## src/rtl/ps2_key_pkg.sv

```systemverilog
// rtl/ps2_key_pkg.sv - shared constants, state type and parity helper for the PS/2 key front end
package ps2_key_pkg;

    localparam logic [7:0] PS2_PFX_EXT   = 8'hE0;
    localparam logic [7:0] PS2_PFX_REL   = 8'hF0;
    localparam logic [7:0] PS2_PFX_PAUSE = 8'hE1;

    localparam int KEY_TOG = 10;
    localparam int KEY_PRS = 9;
    localparam int KEY_EXT = 8;

    // Bytes swallowed after E1 in the Pause/Break make sequence
    localparam int PAUSE_SKIP = 7;

    typedef enum logic {IDLE, RECV} ps2_state_t;

    function automatic logic odd_parity_ok(input logic [7:0] data, input logic par);
        return ^{data, par};
    endfunction

endpackage

```

## src/rtl/ps2_key_if.sv

```systemverilog
// rtl/ps2_key_if.sv - PS/2 pin inputs and key event outputs grouped as one bundle
interface ps2_key_if;
    logic        ps2_clk_in;
    logic        ps2_dat_in;
    logic [10:0] ps2_key;
    logic        frame_err;
    logic        busy;

    modport master (
        output ps2_clk_in,
        output ps2_dat_in,
        input  ps2_key,
        input  frame_err,
        input  busy
    );

    modport slave (
        input  ps2_clk_in,
        input  ps2_dat_in,
        output ps2_key,
        output frame_err,
        output busy
    );
endinterface

```

## src/rtl/ps2_filter.sv

```systemverilog
// rtl/ps2_filter.sv - pin synchronisers plus ps2_clk glitch filter producing a fall strobe
module ps2_filter #(
    parameter int FILTER_LEN = 8
) (
    input  logic clk_sys,
    input  logic reset,
    input  logic clk_in,
    input  logic dat_in,
    output logic fall,
    output logic dat
);
    localparam int CW = $clog2(FILTER_LEN + 1);

    logic [1:0]    clk_sync;
    logic [1:0]    dat_sync;
    logic          filt_clk;
    logic [CW-1:0] run_cnt;
    logic          fall_q;

    // run_cnt counts consecutive samples that disagree with the filtered level
    always_ff @(posedge clk_sys or posedge reset) begin
        if (reset) begin
            clk_sync <= 2'b11;
            dat_sync <= 2'b11;
            filt_clk <= 1'b1;
            run_cnt  <= '0;
            fall_q   <= 1'b0;
        end else begin
            clk_sync <= {clk_sync[0], clk_in};
            dat_sync <= {dat_sync[0], dat_in};
            fall_q   <= 1'b0;
            if (clk_sync[1] == filt_clk) begin
                run_cnt <= '0;
            end else if (run_cnt == CW'(FILTER_LEN - 1)) begin
                filt_clk <= clk_sync[1];
                run_cnt  <= '0;
                fall_q   <= filt_clk;
            end else begin
                run_cnt <= run_cnt + 1'b1;
            end
        end
    end

    assign fall = fall_q;
    assign dat  = dat_sync[1];

endmodule

```

## src/rtl/ps2_key_gen.sv

```systemverilog
// rtl/ps2_key_gen.sv - PS/2 frame receiver and ps2_key event generator; optional PS2_KEY_PAUSE_SEQ_EN
module ps2_key_gen
    import ps2_key_pkg::*;
#(
    parameter int CLK_MHZ    = 49,
    parameter int FILTER_LEN = 8,
    parameter int TIMEOUT_US = 100
) (
    input logic   clk_sys,
    input logic   reset,
    ps2_key_if.slave ps2
);
    localparam int TO_CYC = CLK_MHZ * TIMEOUT_US;
    localparam int WW     = $clog2(TO_CYC + 1);

    ps2_state_t  state, state_n;
    logic [3:0]  cnt, cnt_n;
    logic [WW-1:0] wd;
    logic        fall;
    logic        dat;
    logic        timeout;
    logic [7:0]  shreg;
    logic        par;
    logic        ext_f;
    logic        rel_f;
    logic [10:0] key_q;
    logic        frame_err_q;
    logic        byte_ok;
`ifdef PS2_KEY_PAUSE_SEQ_EN
    logic [2:0]  skip;
`endif

    ps2_filter #(.FILTER_LEN(FILTER_LEN)) u_filter (
        .clk_sys (clk_sys),
        .reset   (reset),
        .clk_in  (ps2.ps2_clk_in),
        .dat_in  (ps2.ps2_dat_in),
        .fall    (fall),
        .dat     (dat)
    );

    assign timeout = (state == RECV) && (wd == WW'(TO_CYC - 1));
    assign byte_ok = odd_parity_ok(shreg, par) && dat;

    always_ff @(posedge clk_sys or posedge reset) begin
        if (reset) begin
            state <= IDLE;
            cnt   <= '0;
        end else begin
            state <= state_n;
            cnt   <= cnt_n;
        end
    end

    // Expiry is checked first so a coincident fall is dropped
    always_comb begin
        state_n = state;
        cnt_n   = cnt;
        if (timeout) begin
            state_n = IDLE;
            cnt_n   = '0;
        end else if (fall) begin
            case (state)
                IDLE: begin
                    if (!dat) begin
                        state_n = RECV;
                        cnt_n   = 4'd1;
                    end
                end
                RECV: begin
                    if (cnt == 4'd10) begin
                        state_n = IDLE;
                        cnt_n   = '0;
                    end else begin
                        cnt_n = cnt + 4'd1;
                    end
                end
                default: begin
                    state_n = IDLE;
                    cnt_n   = '0;
                end
            endcase
        end
    end

    always_ff @(posedge clk_sys or posedge reset) begin
        if (reset) begin
            wd <= '0;
        end else if (state == RECV && !fall && !timeout) begin
            wd <= wd + 1'b1;
        end else begin
            wd <= '0;
        end
    end

    always_ff @(posedge clk_sys or posedge reset) begin
        if (reset) begin
            shreg       <= '0;
            par         <= 1'b0;
            ext_f       <= 1'b0;
            rel_f       <= 1'b0;
            key_q       <= '0;
            frame_err_q <= 1'b0;
`ifdef PS2_KEY_PAUSE_SEQ_EN
            skip        <= '0;
`endif
        end else begin
            frame_err_q <= 1'b0;
            if (timeout) begin
                frame_err_q <= 1'b1;
                ext_f       <= 1'b0;
                rel_f       <= 1'b0;
`ifdef PS2_KEY_PAUSE_SEQ_EN
                skip        <= '0;
`endif
            end else if (fall && state == RECV) begin
                if (cnt <= 4'd8) begin
                    shreg <= {dat, shreg[7:1]};
                end else if (cnt == 4'd9) begin
                    par <= dat;
                end else if (!byte_ok) begin
                    frame_err_q <= 1'b1;
                    ext_f       <= 1'b0;
                    rel_f       <= 1'b0;
`ifdef PS2_KEY_PAUSE_SEQ_EN
                    skip        <= '0;
                end else if (skip != 3'd0) begin
                    skip <= skip - 3'd1;
                    if (skip == 3'd1) begin
                        key_q <= {~key_q[KEY_TOG], 1'b1, 1'b1, 8'h77};
                        ext_f <= 1'b0;
                        rel_f <= 1'b0;
                    end
`endif
                end else begin
                    case (shreg)
                        PS2_PFX_EXT: ext_f <= 1'b1;
                        PS2_PFX_REL: rel_f <= 1'b1;
                        PS2_PFX_PAUSE: begin
`ifdef PS2_KEY_PAUSE_SEQ_EN
                            skip <= 3'(PAUSE_SKIP);
`endif
                        end
                        default: begin
                            key_q <= {~key_q[KEY_TOG], ~rel_f, ext_f, shreg};
                            ext_f <= 1'b0;
                            rel_f <= 1'b0;
                        end
                    endcase
                end
            end
        end
    end

    assign ps2.ps2_key   = key_q;
    assign ps2.frame_err = frame_err_q;
    assign ps2.busy      = (state == RECV);

endmodule

```

## src/flat_wrapper.sv

```systemverilog
// flat-port wrapper written by rule: the top's interface ports become plain ports
module ps2_key_gen_flat import ps2_key_pkg::*;
#(
    parameter int CLK_MHZ    = 49,
    parameter int FILTER_LEN = 8,
    parameter int TIMEOUT_US = 100
)
  (clk_sys, reset, ps2_ps2_clk_in, ps2_ps2_dat_in, ps2_ps2_key, ps2_frame_err, ps2_busy);
  ps2_key_if ps2_i ();
  input logic clk_sys;
  input logic reset;
  input wire logic [$bits(ps2_i.ps2_clk_in)-1:0] ps2_ps2_clk_in;
  input wire logic [$bits(ps2_i.ps2_dat_in)-1:0] ps2_ps2_dat_in;
  output wire logic [$bits(ps2_i.ps2_key)-1:0] ps2_ps2_key;
  output wire logic [$bits(ps2_i.frame_err)-1:0] ps2_frame_err;
  output wire logic [$bits(ps2_i.busy)-1:0] ps2_busy;
  assign ps2_i.ps2_clk_in = ps2_ps2_clk_in;
  assign ps2_i.ps2_dat_in = ps2_ps2_dat_in;
  assign ps2_ps2_key = ps2_i.ps2_key;
  assign ps2_frame_err = ps2_i.frame_err;
  assign ps2_busy = ps2_i.busy;
  ps2_key_gen #(.CLK_MHZ(CLK_MHZ), .FILTER_LEN(FILTER_LEN), .TIMEOUT_US(TIMEOUT_US)) u_core (.clk_sys(clk_sys), .reset(reset), .ps2(ps2_i));
endmodule
```

## config.mk

```make
export PLATFORM = sky130hd
export DESIGN_NAME = ps2_key_gen_flat
export DESIGN_NICKNAME = d
export VERILOG_FILES = /design/src/rtl/ps2_key_pkg.sv /design/src/rtl/ps2_key_if.sv /design/src/rtl/ps2_filter.sv /design/src/rtl/ps2_key_gen.sv /design/src/flat_wrapper.sv
export SDC_FILE = /design/constraint.sdc
export NUM_CORES = 1
export LEC_CHECK = 0
export CORE_MARGIN = 1
export CORE_UTILIZATION = 60
export CTS_BUF_LIST = sky130_fd_sc_hd__clkbuf_4
export DETAILED_ROUTE_END_ITERATION = 8
export PLACE_DENSITY = 0.9
export SLEW_MARGIN = 5
export SYNTH_ARGS = -nofsm -noshare
export SYNTH_HDL_FRONTEND = slang
export SYNTH_SLANG_ARGS = --single-unit
```

## constraint.sdc

```tcl
create_clock -name clk_sys -period 2.8 [get_ports clk_sys]
set_input_delay 0.84 -clock clk_sys [delete_from_list [all_inputs] [get_ports clk_sys]]
set_output_delay 0.84 -clock clk_sys [all_outputs]
set_load 0.05 [all_outputs]
```

==> impl_metrics.xml, run 1 <==
<?xml version="1.0" encoding="UTF-8"?>
<metrics>
  <group name="global_routing">
    <metric name="grt_pass1_wl" unit="um">6710</metric>
    <metric name="first_global_vias" unit="">1537</metric>
    <metric name="grt_antenna_before_repair" unit="">0</metric>
    <metric name="grt_overflow_total" unit="">0</metric>
    <metric name="global_route.usage.total" unit="%">21.4</metric>
    <metric name="grt_start_max_net_pins" unit="">30</metric>
  </group>
  <group name="sta">
    <metric name="drv_slew" unit="">0</metric>
    <metric name="timing.slew.headroom" unit="%">61.7</metric>
    <metric name="skew" unit="ns">0.0120</metric>
    <metric name="final_min_period_over_clock_period" unit="%">91.3</metric>
    <metric name="rsz0062_at_grt" unit="">false</metric>
    <metric name="final_hold_viol_count" unit="">0</metric>
    <metric name="postLayoutSetupSlackWorst" unit="ns">0.244</metric>
    <metric name="fin_tns_setup" unit="ns">0</metric>
    <metric name="maxClockFrequency" unit="MHz">391</metric>
    <metric name="max_slew.worst_pin.slew" unit="ns">0.572</metric>
    <metric name="min_cycle_time_layout" unit="ns">2.56</metric>
    <metric name="finalSetupViolations" unit="">0</metric>
  </group>
  <group name="pwr">
    <metric name="power_per_cell_area" unit="mW/mm^2">453</metric>
    <metric name="p_leak" unit="nW">1.11</metric>
    <metric name="p_sw_share" unit="%">23.5</metric>
    <metric name="vdd_drop_max" unit="uV">245</metric>
    <metric name="seqPwrFrac" unit="%">67.2</metric>
    <metric name="internal_power" unit="mW">0.902</metric>
    <metric name="net-switching-power" unit="mW">0.277</metric>
    <metric name="p_clk_share" unit="%">26.0</metric>
    <metric name="finalPower" unit="mW">1.18</metric>
    <metric name="comb_power_share" unit="%">6.8</metric>
  </group>
  <group name="floorplanning">
    <metric name="initial_utilization" unit="%">63.3</metric>
    <metric name="core.rowCount" unit="">22</metric>
    <metric name="die_w" unit="um">64.4</metric>
    <metric name="chipHeight" unit="um">64.4</metric>
    <metric name="design.core.area" unit="mm^2">0.00369</metric>
    <metric name="area_of_the_die" unit="mm^2">0.00415</metric>
    <metric name="pin_count" unit="">17</metric>
  </group>
  <group name="setup_path">
    <metric name="cp_data_required_time" unit="ns">1.96</metric>
    <metric name="critical_path_cell_with_the_highest_stage_delay" unit="">sky130_fd_sc_hd__clkdlybuf4s50_1</metric>
    <metric name="critical_path_class" unit="">reg2out</metric>
    <metric name="timing.critical_path.slowest_cell_delay" unit="ns">0.86</metric>
    <metric name="cp.buffers_inverters" unit="">1</metric>
    <metric name="family_with_the_most_delay_on_the_worst_path" unit="">buffers and inverters</metric>
    <metric name="critPathCaptureType" unit="">output pin</metric>
    <metric name="crit_path_cell_trace" unit="">clkdlybuf4s50_1</metric>
    <metric name="start_kind" unit="">register</metric>
    <metric name="critPathMaxFanout" unit="">9</metric>
    <metric name="cp.arrival" unit="ns">1.72</metric>
  </group>
  <group name="finish">
    <metric name="layoutNonFillerInstCount" unit="">268</metric>
    <metric name="num-fill-cells" unit="">264</metric>
    <metric name="finalNetCount" unit="">225</metric>
    <metric name="share_of_layout_cells_above_drive_strength_1" unit="%">16.8</metric>
    <metric name="multiInputGateArea" unit="um^2">986</metric>
    <metric name="mostFrequentLayoutCells" unit="">46 x sky130_fd_sc_hd__dfrtp_1, 20 x sky130_fd_sc_hd__nor2_1, 16 x sky130_fd_sc_hd__clkdlybuf4s50_1, 12 x sky130_fd_sc_hd__nand2_1</metric>
    <metric name="antenna_cells_inserted" unit="">0</metric>
    <metric name="final_common_cell" unit="">sky130_fd_sc_hd__dfrtp_1</metric>
    <metric name="layout-area-overhead-vs-synth" unit="%">11.4</metric>
    <metric name="sequential_cell_area" unit="mm^2">0.00128</metric>
  </group>
  <group name="clocking">
    <metric name="cts-hold-fix-buffers" unit="">0</metric>
    <metric name="cts_post_setup_buffers_inserted" unit="">0</metric>
    <metric name="cts_buffer_depth" unit="">2</metric>
    <metric name="path_clk_slew" unit="ns">0.13</metric>
    <metric name="tritoncts_num_sinks" unit="">51</metric>
    <metric name="ctsHtreeMaxLevel" unit="">2</metric>
    <metric name="clk-insertion-delay-late" unit="ns">0.36</metric>
    <metric name="clock_tree_from_tritoncts" unit="">built</metric>
    <metric name="post_cts_resized" unit="">0</metric>
    <metric name="clock_tree.root_cell" unit="">sky130_fd_sc_hd__clkbuf_4</metric>
    <metric name="cts-buffers-inserted" unit="">5</metric>
  </group>
  <group name="synth">
    <metric name="ys.flop_type" unit="">sky130_fd_sc_hd__dfrtp_1</metric>
    <metric name="synth_enable_flop_cells" unit="">0</metric>
    <metric name="netlist.area_leader.share" unit="%">49.3</metric>
    <metric name="ys_types" unit="">41</metric>
    <metric name="yosys_register_bits" unit="">51</metric>
    <metric name="per_instance_average_area_after_synthesis" unit="um^2">11.8</metric>
    <metric name="mappedNetlistNets" unit="">204</metric>
    <metric name="ys_async_sr_fraction" unit="%">100</metric>
    <metric name="synth_top_cell_by_area" unit="">sky130_fd_sc_hd__dfrtp_1</metric>
    <metric name="syn-instance-count" unit="">198</metric>
    <metric name="ys_top_cells_by_area" unit="">sky130_fd_sc_hd__dfrtp_1 49%, sky130_fd_sc_hd__dfstp_2 5.6%, sky130_fd_sc_hd__mux2_2 5.3%</metric>
    <metric name="synthesis.area" unit="mm^2">0.00234</metric>
    <metric name="yosysSeqAreaShare" unit="%">54.9</metric>
    <metric name="yosysWarningCount" unit="">0</metric>
  </group>
  <group name="drt">
    <metric name="drcViolationCount" unit="">0</metric>
    <metric name="wl_per_cell" unit="um">13.9</metric>
    <metric name="drtPass1Iterations" unit="">4</metric>
    <metric name="routed_wl" unit="um">3730</metric>
    <metric name="route.vias.total" unit="">1507</metric>
    <metric name="postRouteAntennaNets" unit="">0</metric>
    <metric name="viasPerCell" unit="">5.62</metric>
    <metric name="drt_iter0_markers" unit="">130</metric>
  </group>
  <group name="run_status">
    <metric name="status" unit="">complete, no violations</metric>
  </group>
  <group name="placement">
    <metric name="detailedPlace.worstSlack" unit="ns">0.584</metric>
    <metric name="gp_congestion" unit="">0.874</metric>
    <metric name="buffers_added_on_ports" unit="">16</metric>
    <metric name="detailed_place_hpwl" unit="um">2640</metric>
    <metric name="dp.cells" unit="">260</metric>
  </group>
  <group name="flow_run">
    <metric name="maxCapViolations" unit="">0</metric>
  </group>
  <group name="min_path">
    <metric name="classification_of_the_worst_slack_hold_path" unit="">reg2reg</metric>
  </group>
</metrics>
-- per-stage QoR --
stage          util (%)  hold slack [ns]  cell area [um^2]
2_1_floorplan         -            0.345              2340
3_3_place_gp       69.1            0.347              2550
3_5_place_dp       69.1            0.348              2550
4_1_cts            70.6            0.367              2600
5_1_grt            70.6            0.374              2600
6_report           70.6            0.366              2600
-- per-layer routing --
layer	vias to the layer above	GRT usage, %	routed length (um)
met1	747	26.2	1630
met3	2	4.82	113
met2	27	37.8	1960
met5	-	0	0
li1	731	-	-
met4	0	5.83	20
-- final timing paths --
kind                                              from                           to  slack (ns)  depth (start not counted)
setup / recovery                       u_core.ps2.busy                     ps2_busy        0.24                          1
hold / removal             u_core.u_filter.clk_sync[0]  u_core.u_filter.clk_sync[1]        0.37                          0
setup reg to reg                          u_core.wd[0]              u_core.shreg[1]        0.58                          6
hold reg to reg            u_core.u_filter.clk_sync[0]  u_core.u_filter.clk_sync[1]        0.37                          0
max in group asynchronous                        reset  u_core.u_filter.clk_sync[1]        1.40                          3
min in group asynchronous                        reset        u_core.ps2.ps2_key[8]        0.80                          2
-- cell families after synthesis --
group / share of synthesized area [%]
flops: 54.9
buf+inv: 2.89
xor+xnor: 8.09
compound gates: 4.82
simple gates: 16.5
mux: 11.7
fa+ha+maj: 1.07
-- registers in the layout, indices dropped and copies added, names as in the netlist, 2 cells and up --
signal / count
u_core.shreg: 8
u_core.u_filter.dat_sync: 2
u_core.u_filter.clk_sync: 2
u_core.u_filter.run_cnt: 4
u_core.ps2.ps2_key: 11
u_core.cnt: 4
u_core.wd: 13
-- cell usage after synthesis, types with 2 or more instances --
cell	number
sky130_fd_sc_hd__a21oi_1	6
sky130_fd_sc_hd__a31oi_1	2
sky130_fd_sc_hd__and2_1	4
sky130_fd_sc_hd__and4_1	2
sky130_fd_sc_hd__buf_6	2
sky130_fd_sc_hd__dfrtp_1	46
sky130_fd_sc_hd__dfstp_2	5
sky130_fd_sc_hd__ha_1	2
sky130_fd_sc_hd__inv_1	9
sky130_fd_sc_hd__mux2_2	11
sky130_fd_sc_hd__mux2_4	8
sky130_fd_sc_hd__mux2i_1	3
sky130_fd_sc_hd__nand2_1	12
sky130_fd_sc_hd__nand3_1	7
sky130_fd_sc_hd__nand4_1	3
sky130_fd_sc_hd__nor2_1	20
sky130_fd_sc_hd__nor2b_1	3
sky130_fd_sc_hd__nor3_1	5
sky130_fd_sc_hd__nor3b_1	2
sky130_fd_sc_hd__nor4bb_1	2
sky130_fd_sc_hd__o21ai_0	5
sky130_fd_sc_hd__o22ai_1	2
sky130_fd_sc_hd__or3_1	2
sky130_fd_sc_hd__xnor2_1	11
sky130_fd_sc_hd__xor2_1	8
-- worst register-to-register path, stage by stage, from the launching register on --
cell	delay (ns)
sky130_fd_sc_hd__dfrtp_1	0.44
sky130_fd_sc_hd__ha_1	0.27
sky130_fd_sc_hd__nor4bb_1	0.16
sky130_fd_sc_hd__nand4_2	0.18
sky130_fd_sc_hd__nand2_1	0.16
sky130_fd_sc_hd__nor3_2	0.52
sky130_fd_sc_hd__mux2_2	0.40
-- power by group through the flow --
stage	combinational, mW	sequential [mW]	clock [mW]
6_report	0.0800	0.792	0.307
5_1_grt	0.0917	0.796	0.347
4_1_cts	0.0825	0.792	0.322
3_5_place_dp	0.0820	0.805	0
3_3_place_gp	0.0799	0.803	0
2_1_floorplan	0.0613	0.800	0
-- layout make-up --
| type | instances | area share [%] |
|---|---|---|
| clock buffers | 5 | 1.44 |
| repair buffers | 18 | 7.21 |
| flip-flops and latches | 51 | 49.3 |
| clock inverters | 3 | 0.577 |
| inverters | 9 | 1.30 |
| multi-input cells | 134 | 37.9 |
| well taps | 48 | 2.31 |
Power figures use the tool's default switching activity.
==> inputs of run 2 (changes only) <==
Settings changed: GPL_TIMING_DRIVEN set to 0.
==> impl_metrics.xml, run 2 (synthesis gave the netlist of run 1 again) <==
<?xml version="1.0" encoding="UTF-8"?>
<metrics>
  <group name="setup_path">
    <metric name="cp_num_cells" unit="">1</metric>
    <metric name="family_with_the_most_delay_on_the_worst_path" unit="">buffers and inverters</metric>
    <metric name="cp.buffers_inverters" unit="">1</metric>
    <metric name="cp.arrival" unit="ns">1.75</metric>
    <metric name="reg2reg_depth" unit="">6</metric>
    <metric name="critPathCaptureType" unit="">output pin</metric>
    <metric name="timing.critical_path.slowest_cell_delay" unit="ns">0.86</metric>
    <metric name="crit_path_cell_trace" unit="">clkdlybuf4s50_1</metric>
    <metric name="critical_path_cell_with_the_highest_stage_delay" unit="">sky130_fd_sc_hd__clkdlybuf4s50_1</metric>
    <metric name="critical_path_class" unit="">reg2out</metric>
    <metric name="cp_data_required_time" unit="ns">1.96</metric>
    <metric name="start_kind" unit="">register</metric>
    <metric name="critPathMaxFanout" unit="">9</metric>
  </group>
  <group name="sta">
    <metric name="maxClockFrequency" unit="MHz">385</metric>
    <metric name="postLayoutSetupSlackWorst" unit="ns">0.206</metric>
    <metric name="final_min_period_over_clock_period" unit="%">92.7</metric>
    <metric name="skew" unit="ns">0.00848</metric>
    <metric name="max_slew.worst_pin.slew" unit="ns">0.618</metric>
    <metric name="min_cycle_time_layout" unit="ns">2.59</metric>
    <metric name="timing.slew.headroom" unit="%">58.6</metric>
    <metric name="final_hold_viol_count" unit="">0</metric>
    <metric name="drv_slew" unit="">0</metric>
    <metric name="finalSetupViolations" unit="">0</metric>
    <metric name="rsz0062_at_grt" unit="">false</metric>
  </group>
  <group name="drt">
    <metric name="viasPerCell" unit="">5.61</metric>
    <metric name="drcViolationCount" unit="">0</metric>
    <metric name="met2WireLength" unit="um">1980</metric>
    <metric name="wl_per_cell" unit="um">14.2</metric>
    <metric name="top_signal_layer_used" unit="">met4</metric>
    <metric name="route.vias.total" unit="">1520</metric>
    <metric name="dr_wl_met3" unit="um">151</metric>
    <metric name="postRouteAntennaNets" unit="">0</metric>
    <metric name="routed_wl" unit="um">3860</metric>
    <metric name="drtPass1Iterations" unit="">6</metric>
    <metric name="drt_iter0_markers" unit="">156</metric>
    <metric name="drt-met1-wl" unit="um">1670</metric>
  </group>
  <group name="placement">
    <metric name="buffers_added_on_ports" unit="">16</metric>
    <metric name="detailed_place_hpwl" unit="um">2680</metric>
    <metric name="gp_congestion" unit="">0.826</metric>
    <metric name="detailedPlace.worstSlack" unit="ns">0.534</metric>
  </group>
  <group name="floorplanning">
    <metric name="initial_utilization" unit="%">63.3</metric>
    <metric name="die_w" unit="um">64.4</metric>
    <metric name="area_of_the_die" unit="mm^2">0.00415</metric>
    <metric name="core.rowCount" unit="">22</metric>
    <metric name="chipHeight" unit="um">64.4</metric>
    <metric name="pin_count" unit="">17</metric>
    <metric name="design.core.area" unit="mm^2">0.00369</metric>
  </group>
  <group name="global_routing">
    <metric name="grt_pass1_wl" unit="um">6930</metric>
    <metric name="grt_antenna_before_repair" unit="">0</metric>
    <metric name="first_global_vias" unit="">1577</metric>
    <metric name="global_route.usage.total" unit="%">22.6</metric>
    <metric name="grt_overflow_total" unit="">0</metric>
    <metric name="grt_start_max_net_pins" unit="">29</metric>
  </group>
  <group name="clocking">
    <metric name="ctsHtreeMaxLevel" unit="">2</metric>
    <metric name="cts-hold-fix-buffers" unit="">0</metric>
    <metric name="post_cts_resized" unit="">0</metric>
    <metric name="path_clk_slew" unit="ns">0.13</metric>
    <metric name="clock_tree.root_cell" unit="">sky130_fd_sc_hd__clkbuf_4</metric>
    <metric name="clk-insertion-delay-late" unit="ns">0.37</metric>
    <metric name="cts_buffer_depth" unit="">2</metric>
    <metric name="clock_tree_from_tritoncts" unit="">built</metric>
    <metric name="cts_post_setup_buffers_inserted" unit="">0</metric>
    <metric name="tritoncts_num_sinks" unit="">51</metric>
    <metric name="cts-buffers-inserted" unit="">5</metric>
  </group>
  <group name="finish">
    <metric name="final_common_cell" unit="">sky130_fd_sc_hd__dfrtp_1</metric>
    <metric name="share_of_layout_cells_above_drive_strength_1" unit="%">18.4</metric>
    <metric name="mostFrequentLayoutCells" unit="">46 x sky130_fd_sc_hd__dfrtp_1, 20 x sky130_fd_sc_hd__nor2_1, 16 x sky130_fd_sc_hd__clkdlybuf4s50_1, 12 x sky130_fd_sc_hd__nand2_1</metric>
    <metric name="largest_register_ff_count" unit="">13</metric>
    <metric name="layout-area-overhead-vs-synth" unit="%">12.9</metric>
    <metric name="sequential_cell_area" unit="mm^2">0.00128</metric>
    <metric name="num-fill-cells" unit="">275</metric>
    <metric name="multiInputGateArea" unit="um^2">986</metric>
    <metric name="regMostFlops" unit="">u_core.wd</metric>
    <metric name="fin_util" unit="%">71.5</metric>
    <metric name="finalNetCount" unit="">228</metric>
    <metric name="antenna_cells_inserted" unit="">0</metric>
  </group>
  <group name="flow_run">
    <metric name="maxCapViolations" unit="">0</metric>
  </group>
  <group name="min_path">
    <metric name="hold_depth" unit="">0</metric>
    <metric name="classification_of_the_worst_slack_hold_path" unit="">reg2reg</metric>
  </group>
  <group name="pwr">
    <metric name="power_per_cell_area" unit="mW/mm^2">462</metric>
    <metric name="vdd_drop_max" unit="uV">356</metric>
    <metric name="p_leak" unit="nW">1.14</metric>
  </group>
  <group name="run_status">
    <metric name="status" unit="">complete, no violations</metric>
  </group>
</metrics>
## run 2: worst paths after layout
path                                                  start                           to  slack (ns)
worst min register to register  u_core.u_filter.dat_sync[0]  u_core.u_filter.dat_sync[1]        0.37
worst max-delay path                        u_core.ps2.busy                     ps2_busy        0.21
worst max register to register                 u_core.wd[0]              u_core.shreg[1]        0.49
min in group asynchronous                             reset                 u_core.rel_f        0.80
max in group asynchronous                             reset  u_core.u_filter.clk_sync[1]        1.40
worst min-delay path            u_core.u_filter.dat_sync[0]  u_core.u_filter.dat_sync[1]        0.37
## run 2: report_power, final
part | switching (mW) | total [mW] | internal (mW) | leakage, nW
clock | 0.217 | 0.347 | 0.130 | 0.0368
sequential | 0.0221 | 0.792 | 0.770 | 0.693
combinational | 0.0403 | 0.0795 | 0.0392 | 0.408
total | 0.280 | 1.22 | 0.939 | 1.14
## run 2: per-stage QoR
step	cells	hold WS (ns)	total power, mW	area [um^2]	setup TNS (ns)
after floorplan	198	0.345	0.862	2340	0
after global placement	262	0.347	0.879	2560	-6.66
after detailed placement	263	0.349	0.887	2580	0
after CTS	271	0.367	1.23	2640	0
after global routing	271	0.373	1.27	2640	0
final	271	0.366	1.22	2640	0
## run 2: area by class of cell
type                            instances  share of cell area, %
Tap cell                               48                   2.28
Timing Repair Buffer                   17                   6.83
Clock buffer                            8                   2.28
Multi-Input combinational cell        134                   37.4
Buffer                                  4                   1.28
Sequential cell                        51                   48.6
Inverter                                9                   1.28
## run 2: metal layers
layer / up-vias / GRT usage, %
li1: 736 / -
met1: 741 / 26.6
met2: 37 / 38.6
met3: 6 / 6.61
met4: 0 / 8.89
met5: - / 0
==> inputs of run 3 (changes only) <==
Settings changed: CTS_CLUSTER_DIAMETER set to 150, SLEW_MARGIN 5 to not set.
==> results of run 3 <==
Same layout as run 2: the final DEF is identical, and so are final timing and power.
